**config.mk**
```make
export PLATFORM = sky130hd
export DESIGN_NAME = ps2_lcd_writer
export DESIGN_NICKNAME = d
export VERILOG_FILES = /design/src/rtl/ps2_lcd_pkg.sv /design/src/rtl/ps2_rx_frame.sv /design/src/rtl/ps2_lcd_writer.sv
export SDC_FILE = /design/constraint.sdc
export NUM_CORES = 1
export LEC_CHECK = 0
export ABC_CLOCK_PERIOD_IN_PS = 3450
export BUFFER_PORTS_ARGS = -buffer_cell sky130_fd_sc_hd__buf_2
export CORE_ASPECT_RATIO = 2
export CORE_UTILIZATION = 35
export CTS_BUF_LIST = sky130_fd_sc_hd__clkbuf_16
export DETAILED_ROUTE_END_ITERATION = 16
export PLACE_DENSITY_LB_ADDON = 0.25
export SYNTH_ARGS = -nofsm -noshare
export SYNTH_HDL_FRONTEND = slang
export SYNTH_HIERARCHICAL = 1
export SYNTH_SLANG_ARGS = --single-unit
export TNS_END_PERCENT = 100
```
**constraint.sdc**
```tcl
create_clock -name clk -period 3.45 [get_ports clk]
set_input_delay 0.345 -clock clk [delete_from_list [all_inputs] [get_ports clk]]
set_output_delay 0.345 -clock clk [all_outputs]
set_load 0.02 [all_outputs]
```
**src/rtl/ps2_lcd_pkg.sv**
```systemverilog
// Shared types, scancode constants and helper functions for the PS/2 to LCD
// character-memory writer.
package ps2_lcd_pkg;

  // Frame receiver states
  typedef enum logic [1:0] {
    RX_IDLE = 2'd0,
    RX_RECV = 2'd1,
    RX_STOP = 2'd2
  } rx_state_e;

  // Decode / write states of the top-level sequencer
  typedef enum logic [1:0] {
    ST_IDLE   = 2'd0,
    ST_DECODE = 2'd1,
    ST_WRITE  = 2'd2,
    ST_BKSP   = 2'd3
  } state_e;

  localparam logic [7:0] PS2_BREAK  = 8'hF0;
  localparam logic [7:0] PS2_EXT    = 8'hE0;
  localparam logic [7:0] PS2_BKSP   = 8'h66;
  localparam logic [7:0] PS2_LSHIFT = 8'h12;
  localparam logic [7:0] PS2_RSHIFT = 8'h59;
  localparam logic [7:0] LCD_SPACE  = 8'h20;
  localparam logic       RS_DATA    = 1'b1;

  // Odd parity over data bits plus parity bit: the XOR of all nine must be 1
  function automatic logic odd_parity_ok(input logic [8:0] bits);
    return ^bits;
  endfunction

  // Scancode set 2 make-code to ASCII; returns {valid, ascii}.
  // Letters come out uppercase when 'upper' is set, otherwise lowercase.
  function automatic logic [8:0] scancode_to_ascii(input logic [7:0] code,
                                                   input logic       upper);
    logic       valid;
    logic       letter;
    logic [7:0] ascii;
    valid  = 1'b1;
    letter = 1'b1;
    ascii  = 8'h00;
    case (code)
      8'h1C: ascii = 8'h41;
      8'h32: ascii = 8'h42;
      8'h21: ascii = 8'h43;
      8'h23: ascii = 8'h44;
      8'h24: ascii = 8'h45;
      8'h2B: ascii = 8'h46;
      8'h34: ascii = 8'h47;
      8'h33: ascii = 8'h48;
      8'h43: ascii = 8'h49;
      8'h3B: ascii = 8'h4A;
      8'h42: ascii = 8'h4B;
      8'h4B: ascii = 8'h4C;
      8'h3A: ascii = 8'h4D;
      8'h31: ascii = 8'h4E;
      8'h44: ascii = 8'h4F;
      8'h4D: ascii = 8'h50;
      8'h15: ascii = 8'h51;
      8'h2D: ascii = 8'h52;
      8'h1B: ascii = 8'h53;
      8'h2C: ascii = 8'h54;
      8'h3C: ascii = 8'h55;
      8'h2A: ascii = 8'h56;
      8'h1D: ascii = 8'h57;
      8'h22: ascii = 8'h58;
      8'h35: ascii = 8'h59;
      8'h1A: ascii = 8'h5A;
      8'h45: begin ascii = 8'h30; letter = 1'b0; end
      8'h16: begin ascii = 8'h31; letter = 1'b0; end
      8'h1E: begin ascii = 8'h32; letter = 1'b0; end
      8'h26: begin ascii = 8'h33; letter = 1'b0; end
      8'h25: begin ascii = 8'h34; letter = 1'b0; end
      8'h2E: begin ascii = 8'h35; letter = 1'b0; end
      8'h36: begin ascii = 8'h36; letter = 1'b0; end
      8'h3D: begin ascii = 8'h37; letter = 1'b0; end
      8'h3E: begin ascii = 8'h38; letter = 1'b0; end
      8'h46: begin ascii = 8'h39; letter = 1'b0; end
      8'h29: begin ascii = LCD_SPACE; letter = 1'b0; end
      default: begin valid = 1'b0; letter = 1'b0; end
    endcase
    if (letter && !upper) begin
      ascii = ascii | 8'h20;
    end else begin
      ascii = ascii;
    end
    return {valid, ascii};
  endfunction

endpackage

```
**src/rtl/ps2_rx_frame.sv**
```systemverilog
// PS/2 frame receiver: synchronises the keyboard lines, detects falling
// clock edges, shifts in start/8 data/parity/stop, checks the frame and
// abandons a partial frame after TIMEOUT_CYCLES without a falling edge.
module ps2_rx_frame
  import ps2_lcd_pkg::*;
#(
  parameter int TIMEOUT_CYCLES = 50000
) (
  input  logic       clk_i,
  input  logic       rst_ni,
  input  logic       ps2_clk_i,
  input  logic       ps2_data_i,
  output logic       code_valid_o,
  output logic [7:0] code_o,
  output logic       frame_err_o
);

  localparam int CW = $clog2(TIMEOUT_CYCLES + 1);
  localparam logic [CW-1:0] TMO_ZERO = CW'(0);
  localparam logic [CW-1:0] TMO_ONE  = CW'(1);
  localparam logic [CW-1:0] TMO_LAST = CW'(TIMEOUT_CYCLES - 1);

  logic [1:0]    clk_sync_q;
  logic          clk_prev_q;
  logic [1:0]    data_sync_q;
  rx_state_e     state_q, state_d;
  logic [3:0]    bit_cnt_q, bit_cnt_d;
  logic [8:0]    shift_q, shift_d;
  logic [CW-1:0] tmo_q, tmo_d;
  logic          frame_err_q, frame_err_d;
  logic          valid_s;
  logic          fall_s;
  logic          bit_s;

  assign fall_s = clk_prev_q & ~clk_sync_q[1];
  assign bit_s  = data_sync_q[1];

  // Two-flop synchronisers (idle-high preset) plus history flop for edge detect
  always_ff @(posedge clk_i or negedge rst_ni) begin
    if (!rst_ni) begin
      clk_sync_q  <= 2'b11;
      clk_prev_q  <= 1'b1;
      data_sync_q <= 2'b11;
    end else begin
      clk_sync_q  <= {clk_sync_q[0], ps2_clk_i};
      clk_prev_q  <= clk_sync_q[1];
      data_sync_q <= {data_sync_q[0], ps2_data_i};
    end
  end

  // Frame state, shift register, bit counter, timeout counter and error pulse
  always_ff @(posedge clk_i or negedge rst_ni) begin
    if (!rst_ni) begin
      state_q     <= RX_IDLE;
      bit_cnt_q   <= 4'd0;
      shift_q     <= 9'd0;
      tmo_q       <= TMO_ZERO;
      frame_err_q <= 1'b0;
    end else begin
      state_q     <= state_d;
      bit_cnt_q   <= bit_cnt_d;
      shift_q     <= shift_d;
      tmo_q       <= tmo_d;
      frame_err_q <= frame_err_d;
    end
  end

  // Next-state logic; the timeout counter counts the edge cycle itself,
  // so it reaches TIMEOUT_CYCLES exactly that many cycles after the edge
  always_comb begin
    state_d     = state_q;
    bit_cnt_d   = bit_cnt_q;
    shift_d     = shift_q;
    tmo_d       = tmo_q;
    frame_err_d = 1'b0;
    valid_s     = 1'b0;
    case (state_q)
      RX_IDLE: begin
        tmo_d = TMO_ZERO;
        if (fall_s) begin
          if (!bit_s) begin
            state_d   = RX_RECV;
            bit_cnt_d = 4'd0;
            tmo_d     = TMO_ONE;
          end else begin
            frame_err_d = 1'b1;
          end
        end else begin
          state_d = RX_IDLE;
        end
      end
      RX_RECV: begin
        if (fall_s) begin
          tmo_d     = TMO_ONE;
          shift_d   = {bit_s, shift_q[8:1]};
          bit_cnt_d = bit_cnt_q + 4'd1;
          if (bit_cnt_q == 4'd8) begin
            state_d = RX_STOP;
          end else begin
            state_d = RX_RECV;
          end
        end else if (tmo_q == TMO_LAST) begin
          frame_err_d = 1'b1;
          state_d     = RX_IDLE;
        end else begin
          tmo_d = tmo_q + TMO_ONE;
        end
      end
      RX_STOP: begin
        if (fall_s) begin
          state_d = RX_IDLE;
          if (bit_s && odd_parity_ok(shift_q)) begin
            valid_s = 1'b1;
          end else begin
            frame_err_d = 1'b1;
          end
        end else if (tmo_q == TMO_LAST) begin
          frame_err_d = 1'b1;
          state_d     = RX_IDLE;
        end else begin
          tmo_d = tmo_q + TMO_ONE;
        end
      end
      default: begin
        state_d = RX_IDLE;
      end
    endcase
  end

  assign code_valid_o = valid_s;
  assign code_o       = shift_q[7:0];
  assign frame_err_o  = frame_err_q;

endmodule

```
**src/rtl/ps2_lcd_writer.sv**
```systemverilog
// PS/2 keyboard to LCD character-memory writer. Decodes make-codes, tracks
// break prefixes and a wrapping cursor, and issues single-cycle writes.
// Optional build macro KBD_SHIFT_EN: track shift keys and emit lowercase
// letters unless shift is held.
module ps2_lcd_writer
  import ps2_lcd_pkg::*;
#(
  parameter int TIMEOUT_CYCLES = 50000,
  parameter int NUM_CELLS      = 32
) (
  input  logic       clk,
  input  logic       rst,
  input  logic       ps2_clk,
  input  logic       ps2_data,
  output logic       wr_en,
  output logic [5:0] wr_addr,
  output logic [8:0] wr_data,
  output logic [5:0] cursor,
  output logic       frame_err
);

  localparam logic [5:0] LAST_CELL = 6'(NUM_CELLS - 1);

  logic       code_valid_s;
  logic [7:0] rx_code_s;
  logic       upper_s;
  logic [8:0] lookup_s;

  state_e     state_q, state_d;
  logic [7:0] code_q, code_d;
  logic       break_q, break_d;
  logic [5:0] cursor_q, cursor_d;
  logic       wr_en_q, wr_en_d;
  logic [5:0] wr_addr_q, wr_addr_d;
  logic [8:0] wr_data_q, wr_data_d;

`ifdef KBD_SHIFT_EN
  logic shift_held_q, shift_held_d;
  logic is_shift_s;
  assign upper_s    = shift_held_q;
  assign is_shift_s = (code_q == PS2_LSHIFT) || (code_q == PS2_RSHIFT);

  // Shift-held flag
  always_ff @(posedge clk or negedge rst) begin
    if (!rst) begin
      shift_held_q <= 1'b0;
    end else begin
      shift_held_q <= shift_held_d;
    end
  end
`else
  assign upper_s = 1'b1;
`endif

  assign lookup_s = scancode_to_ascii(code_q, upper_s);

  ps2_rx_frame #(
    .TIMEOUT_CYCLES(TIMEOUT_CYCLES)
  ) u_rx (
    .clk_i        (clk),
    .rst_ni       (rst),
    .ps2_clk_i    (ps2_clk),
    .ps2_data_i   (ps2_data),
    .code_valid_o (code_valid_s),
    .code_o       (rx_code_s),
    .frame_err_o  (frame_err)
  );

  // Sequencer state, captured code, break flag, cursor and write port
  always_ff @(posedge clk or negedge rst) begin
    if (!rst) begin
      state_q   <= ST_IDLE;
      code_q    <= 8'h00;
      break_q   <= 1'b0;
      cursor_q  <= 6'd0;
      wr_en_q   <= 1'b0;
      wr_addr_q <= 6'd0;
      wr_data_q <= 9'd0;
    end else begin
      state_q   <= state_d;
      code_q    <= code_d;
      break_q   <= break_d;
      cursor_q  <= cursor_d;
      wr_en_q   <= wr_en_d;
      wr_addr_q <= wr_addr_d;
      wr_data_q <= wr_data_d;
    end
  end

  // Decode the received code; write strobe is registered on entry to
  // WRITE/BKSP so it is high during that one-cycle state
  always_comb begin
    state_d   = state_q;
    code_d    = code_q;
    break_d   = break_q;
    cursor_d  = cursor_q;
    wr_en_d   = 1'b0;
    wr_addr_d = wr_addr_q;
    wr_data_d = wr_data_q;
`ifdef KBD_SHIFT_EN
    shift_held_d = shift_held_q;
`endif
    case (state_q)
      ST_IDLE: begin
        if (code_valid_s) begin
          code_d  = rx_code_s;
          state_d = ST_DECODE;
        end else begin
          state_d = ST_IDLE;
        end
      end
      ST_DECODE: begin
        state_d = ST_IDLE;
        if (code_q == PS2_BREAK) begin
          break_d = 1'b1;
        end else if (code_q == PS2_EXT) begin
          break_d = break_q;
        end else if (break_q) begin
          break_d = 1'b0;
`ifdef KBD_SHIFT_EN
          if (is_shift_s) begin
            shift_held_d = 1'b0;
          end else begin
            shift_held_d = shift_held_q;
          end
        end else if (is_shift_s) begin
          shift_held_d = 1'b1;
`endif
        end else if (code_q == PS2_BKSP) begin
          state_d = ST_BKSP;
          if (cursor_q != 6'd0) begin
            cursor_d  = cursor_q - 6'd1;
            wr_en_d   = 1'b1;
            wr_addr_d = cursor_q - 6'd1;
            wr_data_d = {RS_DATA, LCD_SPACE};
          end else begin
            cursor_d = 6'd0;
          end
        end else if (lookup_s[8]) begin
          state_d   = ST_WRITE;
          wr_en_d   = 1'b1;
          wr_addr_d = cursor_q;
          wr_data_d = {RS_DATA, lookup_s[7:0]};
          if (cursor_q == LAST_CELL) begin
            cursor_d = 6'd0;
          end else begin
            cursor_d = cursor_q + 6'd1;
          end
        end else begin
          state_d = ST_IDLE;
        end
      end
      ST_WRITE: begin
        state_d = ST_IDLE;
      end
      ST_BKSP: begin
        state_d = ST_IDLE;
      end
      default: begin
        state_d = ST_IDLE;
      end
    endcase
  end

  assign wr_en   = wr_en_q;
  assign wr_addr = wr_addr_q;
  assign wr_data = wr_data_q;
  assign cursor  = cursor_q;

endmodule

```
* Word level (Yosys, flattened, before mapping)
Cells that the tools add are included.
W data, S select, Z words.
** Word-level totals
- Register bits after elaboration :: 70
- Latch bits :: 0
- Bits in writable memories :: 0
- Memory bits (read-only) :: 0
- Input bits :: 4
- Output and inout port bits :: 23
- Logic and storage cells :: 151
- Memories :: 0
** Cells by class
- $add $sub $neg :: 4
- Multiply operators :: 0
- Div/mod/pow operators :: 0
- Magnitude comparators :: 0
- Eq/ne operators :: 55
- Shifts and indexed selects :: 0
- Multiplexer cells :: 55
- Bitwise operators :: 5
- Reduce and logical (&&, ||, !) cells :: 17
** Operator list (count)
- $pmux W7 S37 :: 1
- $eq A8 B6 Y1 const B :: 23
- $eq A8 B7 Y1 const B :: 8
- $mux W16 :: 4
- $eq A8 B5 Y1 const B :: 7
- $pmux W16 S3 :: 1
- $mux W6 :: 7
- $reduce_or A37 Y1 :: 1
- $mux W9 :: 3
- $mux W2 :: 11
- $mux W1 :: 21
- $add A16 B1 Y16 const B :: 1
- $eq A16 B16 Y1 const B :: 1
- $eq A8 B8 Y1 const B :: 2
- $mux W4 :: 3
- $pmux W2 S3 :: 2
- $reduce_xor A9 Y1 :: 1
- $pmux W4 S2 :: 1
- $reduce_and A2 Y1 :: 4
- $add A6 B1 Y6 const B :: 1
- $eq A2 B2 Y1 const B :: 3
- $eq A6 B5 Y1 const B :: 1
- $ne A2 B1 Y1 const B :: 3
- $ne A2 B2 Y1 const B :: 3
- other kinds (17) :: 23

* Depth between registers and ports, before layout
Gate-level depths: netlist of the first run.
- Depth in word-level cells :: 9
- Gate-level depth with buffers :: 9
- Depth with buffers taken out :: 8

* Modules after synthesis
Netlist of the first run, hierarchy kept.
** By module, submodules not included
- ps2_lcd_writer :: instances 1, cells an instance 254, area each 2403.6 um^2, sequential area each 800.8 um^2
- ps2_rx_frame :: instances 1, cells an instance 190, area each 2010.7 um^2, sequential area each 932.1 um^2

* Least setup slack after synthesis of the first run
Ideal clock, no wire load.
- Kind :: flip-flop to flip-flop
- Start :: register u_rx.shift_q[2]
- End :: register code_q[0]
- Setup time :: 0.125 ns
- Arrival :: 2.326 ns
- Data required time :: 3.325 ns
- Path slack :: 0.999 ns
- Cell stages (with the launch flop) :: 9
- Path buffers :: 1
- Period minus slack after synthesis :: 2.451 ns
- Cell sequence :: dfrtp_1 xnor2_1 xnor3_1 xnor2_1 and3_1 and2_1 nor3b_1 clkbuf_1 mux2_2
** Between the ends
- Longest elaborated chain between the ends :: 6
** Ends and longest elaborated chain
- start, declared :: RTL line ps2_rx_frame.sv:28 : logic [8:0] shift_q, shift_d;
- start signal, assigned :: RTL line ps2_rx_frame.sv:62 : shift_q <= shift_d;
- $reduce_xor A9 Y1 :: RTL line ps2_lcd_pkg.sv:30 : return ^bits;
- $logic_and A1 B1 Y1 :: RTL line ps2_rx_frame.sv:112 : if (bit_s && odd_parity_ok(shift_q)) begin
- $mux W1 :: RTL line ps2_rx_frame.sv:112
- $mux W1 :: RTL line ps2_rx_frame.sv:110 : if (fall_s) begin
- $mux W1 :: RTL line ps2_rx_frame.sv:77 : case (state_q)
- named net code_valid_s :: RTL line ps2_lcd_writer.sv:24 : logic code_valid_s;
- $reduce_and A2 Y1 (no source line)
- end signal, assigned :: RTL line ps2_lcd_writer.sv:81 : code_q <= code_d;
- end, declared :: RTL line ps2_lcd_writer.sv:30 : logic [7:0] code_q, code_d;
The timed path passes the listed nets, and every way through them passes these cells.
A chain may end at the register's enable or synchronous reset.

* Worst setup path in the final report of the first run
- Start :: register code_q[3]
- End :: register wr_data_q[1] (netlist: wr_data[1])
** Between the ends
- Longest elaborated chain between the ends :: 5
- Elaborated cells between the ends (all ways) :: 50
- Classes of those cells :: 41 x eq/ne; 4 x mux; 2 x bitwise; 3 x reduce/logical
** Ends and longest elaborated chain
- $eq A8 B6 Y1 (tied with other cells) :: RTL line ps2_lcd_pkg.sv:43 : case (code)
- $reduce_or A37 Y1 (no source line)
- $mux W1 :: RTL line ps2_lcd_pkg.sv:43
- $reduce_bool A2 Y1 (no source line)
- $reduce_and A6 Y1 (no source line)
- end signal, assigned :: RTL line ps2_lcd_writer.sv:86 : wr_data_q <= wr_data_d;
- end, declared :: RTL line ps2_lcd_writer.sv:35 : logic [8:0] wr_data_q, wr_data_d;
Several ways; a longest one is shown, not always the timed one. The select of a mux whose other input is x is not followed.

==> metrics.txt, run 1 <==
hold slack=0.1187 ns; #FFs+latches synth=69; register cell area after layout=0.001733 sq mm; status=finished, final reports clean; most common cell after layout, fill and taps aside=dfrtp_1; max incr delay on CP=0.87 ns; Final nets=466; share of layout cells above drive strength 1=21.32%; EDFF count, synth=0; num rows=57; Slew Viols, Final=0; Comb pwr share=6.3%; Synth Area per Inst=9.942 sq um; Final setup viols=0; Die Width=81.41 microns; grt total ovfl=0; Placer Congestion=1.012; clock root buffer=clkbuf_16; P_sw=0.4073 mW; syn_nets=458; number of I/O port buffers=25; Setup TNS=0 ns; DRC Markers=0; Final period util=87.77%; endpoints failing hold=0; register share of total power=48.4%; CTS tree=yes; Internal Power=1.354 mW; Layout Skew=0.009546 ns; sw frac=23.12%; largest net degree at the start of global routing=38; Worst path most repeated cell=nor2_1; IO Count=27; CP Data Arrival Time=3.25 ns; drt first pass iters=4; CP startpoint kind=register; FMAX=330.3 MHz; actual slew at the worst max-slew pin=0.9670 ns; commonest non-fill, non-tap cells in the layout=dfrtp_1 (64), nand2_1 (31), o21ai_0 (26); slew margin rel.=35.15%; minimum clock period=3.028 ns; total track usage=18.15%; slowest stage cell, crit path=dfrtp_1; CTS Hold Bufs=0; Hold Crit Class=input pin to asynchronous set/reset pin; cell chain of the critical path=nor2_1 > a31o_2 > nor2_1 > o21ai_0 > a21oi_4 > mux2_2; # fillers=1203; Antenna diodes=0; Mapped Cells=444; post-synthesis sequential area ratio=39.26%; Routed Antenna Nets=0; global-route wire length before repair=17820 microns; Die ar.=0.01309 sq mm; clock group share of total power=45.3%; max cap viols=0; prevailing post-synth register cell=dfrtp_1; Num CTS Buffers=9; H-tree levels=3; Synth async-reset ratio=100.0%; Starting Density=36.20%; DRT Wirelength=11240 microns; RSZ-0062 raised after global routing=no; CP max FO=26; pwr/cell area=365.6 mW/mm^2; Yosys Warn Count=6; Multi-input gate area=0.002410 sq mm; HPWL Detailed=8104 microns; vias per std cell=5.754; Reg clk slew, reported paths=0.06 ns; total clock sinks=69; Synth area leader=dfrtp_1; Die Y=160.8 microns; Peak VDD IR=0.2734 mV; Critical Path Sink Type=register; Syn-to-layout area delta=9.155%; Placeable Area=0.01220 sq mm; Synth cell types=83; vias in the first global route=3386; Setup CP Type=register to register; initial antenna violation count=0; worst-skew pair later-pin latency=0.34 ns; post-synth top area share=36.28%; Post-CTS Resized=0; postcts setup bufs=0; Starting DRT DRC Count=255; top cells by area, synth=dfrtp_1 (36%), mux2_2 (5.6%), dfstp_2 (3.0%); Leak=2.100 nW; CP required=3.67 ns; Vias=3464; mapped cell area=0.004414 sq mm; deepest clock path buffer count=2; Tot Pwr=1.761 mW; post-DR wirelength/cell=18.67 microns
==> Yosys cell counts (4+ instances only) <==
cell type / instances
dfrtp_1: 64
o21ai_0: 26
nor3_1: 5
a21oi_1: 18
clkbuf_1: 11
nor2b_1: 10
nand2_1: 31
inv_1: 14
mux2_2: 22
xnor2_1: 15
ha_1: 10
nor4_1: 4
o31ai_1: 7
dfstp_2: 5
xor2_1: 11
or3_1: 4
nor4bb_1: 5
a31oi_1: 4
nand2b_1: 6
nor4b_1: 4
buf_4: 10
and3_1: 6
nand3_1: 17
mux2_4: 4
buf_2: 10
a211o_1: 4
buf_6: 4
nor2_1: 19
nand4_1: 9
==> critical path: cells and delay by family (launching register included) <==
family	cells	cell delay, ns
DFF	1	0.87
muxes	1	0.39
and+or+nand+nor	2	0.52
AOI/OAI and AO/OA	3	1.11
==> stage by stage <==
step	setup WS [ns]	util (%)	cells	cell area [sq um]
after detailed placement	0.4929	37.49	588	4572
after global placement	0.5488	37.49	588	4572
after floorplan	0.9994	-	444	4414
after global routing	0.3420	39.51	602	4818
after CTS	0.4986	39.51	602	4818
final	0.4221	39.51	602	4818
==> worst paths after layout <==
kind / slack, ns / end / cells after the start / start
worst max-delay path: 0.42 / wr_data[1]$_DFFE_PN0P_ / 6 / code_q[3]$_DFFE_PN0P_
worst min-delay path: 0.12 / u_rx/tmo_q[12]$_DFFE_PN0P_ / 1 / rst
worst max register to register: 0.42 / wr_data[1]$_DFFE_PN0P_ / 6 / code_q[3]$_DFFE_PN0P_
worst min register to register: 0.35 / u_rx/data_sync_q[1]$_DFF_PN1_ / 0 / u_rx/data_sync_q[0]$_DFF_PN1_
max in group asynchronous: 2.55 / u_rx/shift_q[4]$_DFFE_PN0P_ / 2 / rst
min in group clk: 0.12 / u_rx/clk_sync_q[0]$_DFF_PN1_ / 1 / ps2_clk
==> flip-flops by register name (all words and copies together), names as in the netlist <==
name and cells:
break_q 1, code_q 8, cursor 6, state_q 2, u_rx/bit_cnt_q 4, u_rx/clk_prev_q 1
u_rx/clk_sync_q 2, u_rx/data_sync_q 2, u_rx/frame_err_o 1, u_rx/shift_q 9, u_rx/state_q 2, u_rx/tmo_q 16
wr_addr 6, wr_data 8, wr_en 1
==> area by class of cell <==
class                           count  area share, %
Sequential cell                    69          35.96
Timing Repair Buffer               34          3.999
Clock buffer                        9          4.674
Inverter                           14          1.091
Clock inverter                      5         0.4414
Multi-Input combinational cell    324          50.01
Tap cell                          147          3.817
==> power groups by stage <==
stage,clock network [mW],registers (mW),logic [mW]
final,0.798,0.853,0.111
after global routing,0.855,0.855,0.128
after CTS,0.819,0.852,0.114
after detailed placement,0,0.867,0.113
after global placement,0,0.865,0.109
after floorplan,0,0.861,0.0901
==> metal layers <==
metal  vias up  wire length, microns  track usage (%)
met5         -                     0                0
met4         0                   608            11.20
met3        30                   331            4.205
met2        79                  6165            31.48
met1      1711                  4131            18.98
li1       1644                     -                -
==> cell families after synthesis <==
family | after synthesis | synth area share (%)
and+or+nand+nor | 156 | 22.17
other | 1 | 0.08495
xor gates and xnor gates | 27 | 5.669
buffers and inverters | 51 | 6.151
muxes | 27 | 7.200
adders and majority gates | 10 | 2.834
AOI/OAI and AO/OA | 103 | 16.64
DFF | 69 | 39.26
Note: power is estimated with default switching activity, not from simulation.
==> run 2, diff against run 1 <==
--- a/config.mk
+++ b/config.mk
@@ -5,7 +5,7 @@
 export SDC_FILE = /design/constraint.sdc
 export NUM_CORES = 1
 export LEC_CHECK = 0
-export ABC_CLOCK_PERIOD_IN_PS = 3450
+export ABC_CLOCK_PERIOD_IN_PS = 3500
 export BUFFER_PORTS_ARGS = -buffer_cell sky130_fd_sc_hd__buf_2
 export CORE_ASPECT_RATIO = 2
 export CORE_UTILIZATION = 35
==> constraint.sdc (replaced) <==
create_clock -name clk -period 3.5 [get_ports clk]
set_input_delay 0.35 -clock clk [delete_from_list [all_inputs] [get_ports clk]]
set_output_delay 0.35 -clock clk [all_outputs]
set_load 0.02 [all_outputs]
==> run 2 against run 1 <==
  * Sequential power decreased by 2%
  * Largest cell class unchanged
  * Highest routed layer unchanged
  * Critical path type unchanged
  * Combinational power about the same
  * Cell count increased by 0.66%
  * Maximum frequency increased by 0.32%
==> metrics.txt, run 2 (same netlist as run 1, synthesis figures left out) <==
CTS tree=yes; max reg flops=16; Placer Congestion=0.9113; register cell area after layout=0.001733 sq mm; Hold Crit Class=input pin to asynchronous set/reset pin; share of layout cells above drive strength 1=22.22%; CTS Hold Bufs=0; CP Data Arrival Time=3.24 ns; minimum clock period=3.018 ns; CP startpoint kind=register; Die Y=160.8 microns; num rows=57; Internal Power=1.566 mW; # fillers=1202; placed cell area=0.004599 sq mm; H-tree levels=3; Setup CP Type=register to register; cell chain of the critical path=or4b_2 > o32ai_2 > a32o_1 > nor3_2 > a21oi_4 > mux2_2; Top Registers=u_rx/tmo_q (16), u_rx/shift_q (9); Setup crit end=wr_addr[5]$_DFFE_PN0P_; Vias=3492; Slew Viols, Final=0; FMAX=331.3 MHz; slowest stage cell, crit path=dfrtp_1; total clock sinks=69; Reg2Reg Depth=6; Design Area, Final=0.004938 sq mm; met3 WL=406 microns; Buf+Inv Stages, Crit Path=0; HPWL Detailed=7974 microns; Leak=2.149 nW; endpoints failing hold=0; Syn-to-layout area delta=11.88%; RSZ-0062 raised after global routing=no; post-DR wirelength/cell=17.81 microns; R2R Path Start=code_q[5]$_DFFE_PN0P_; WL met2=5988 microns; vias in the first global route=3545; Die Width=81.41 microns; Setup TNS=0 ns; final core occ=40.49%; total track usage=18.42%; clock group share of total power=52.2%; Final nets=468; Comb pwr share=5.5%; Critical Path Sink Type=register; Post-CTS Resized=0; total placed cells including tap cells=590; Starting DRT DRC Count=177; CP required=3.72 ns; Metal-1 WL=3880 microns; DRT Wirelength=10800 microns; CP Depth=6; most common cell after layout, fill and taps aside=dfrtp_1; Final period util=86.24%; max cap viols=0; Reg clk slew, reported paths=0.06 ns; postcts setup bufs=0; Num CTS Buffers=9; commonest non-fill, non-tap cells in the layout=dfrtp_1 (64), nand2_1 (31), o21ai_0 (26); initial antenna violation count=0; CP max FO=24; Starting Density=36.20%; max incr delay on CP=0.82 ns; number of I/O port buffers=25; Placeable Area=0.01220 sq mm; clock root buffer=clkbuf_16; RR Endpoint=wr_addr[5]$_DFFE_PN0P_; pwr/cell area=401.3 mW/mm^2; actual slew at the worst max-slew pin=0.8465 ns; vias per std cell=5.762; Multi-input gate area=0.002410 sq mm; largest net degree at the start of global routing=38; worst-skew pair later-pin latency=0.34 ns; Final setup viols=0; Die ar.=0.01309 sq mm; slew margin rel.=43.23%; sw frac=20.97%; worst setup margin=0.4816 ns; reg2reg setup slack=0.48 ns; Routed Antenna Nets=0; Setup crit start=code_q[5]$_DFFE_PN0P_; status=finished, final reports clean; register share of total power=42.3%; deepest clock path buffer count=2; Peak VDD IR=0.2804 mV; global-route wire length before repair=18150 microns; Layout Skew=0.005335 ns; IO Count=27; grt total ovfl=0; pre-CTS setup slack=0.4705 ns; Tot Pwr=1.982 mW; P_sw=0.4156 mW; highest metal used=met4; drt first pass iters=6; Top reg by flops=u_rx/tmo_q; hold slack=0.08106 ns; post-route insts no fill=606; DRC Markers=0; Antenna diodes=0; delay-heaviest family, CP=compound AO/OA/AOI/OAI gates
run 2: changes by cell type in the layout (fill, tap and decap cells not counted):
cell,delta
buf_12,+1
buf_4,+1
bufinv_16,+3
clkinv_2,-2
clkinv_4,+1
clkinvlp_4,+1
inv_1,-1
run 2: worst min path at each step:
stage | from | endpoint | slack, ns | cells past startpoint
floorplan | rst | break_q$_DFFE_PN0P_ | 0.05 | 0
global placement | u_rx/clk_sync_q[0]$_DFF_PN1_ | u_rx/clk_sync_q[1]$_DFF_PN1_ | 0.35 | 0
detailed placement | u_rx/clk_sync_q[0]$_DFF_PN1_ | u_rx/clk_sync_q[1]$_DFF_PN1_ | 0.35 | 0
CTS | ps2_clk | u_rx/clk_sync_q[0]$_DFF_PN1_ | 0.10 | 1
global route | ps2_clk | u_rx/clk_sync_q[0]$_DFF_PN1_ | 0.10 | 1
finish | rst | wr_addr[5]$_DFFE_PN0P_ | 0.08 | 1
run 2: final cells by class:
class                           count  share of cell area (%)
Inverter                           14                   1.064
Clock inverter                      7                   2.306
Timing Repair Buffer               36                   4.459
Tap cell                          147                   3.724
Multi-Input combinational cell    324                   48.80
Sequential cell                    69                   35.09
Clock buffer                        9                   4.560
run 2: power by group through the flow:
stage / clock network, mW / registers [mW] / logic, mW
after floorplan: 0 / 0.849 / 0.0889
after global placement: 0 / 0.853 / 0.110
after detailed placement: 0 / 0.853 / 0.113
after CTS: 1.07 / 0.839 / 0.113
after global routing: 1.10 / 0.842 / 0.121
final: 1.03 / 0.839 / 0.108
run 2: metal layers:
metal  track usage (%)  up-vias
li1                  -     1651
met1             18.69     1720
met2             32.88       91
met3             4.489       30
met4             10.31        0
met5                 0        -
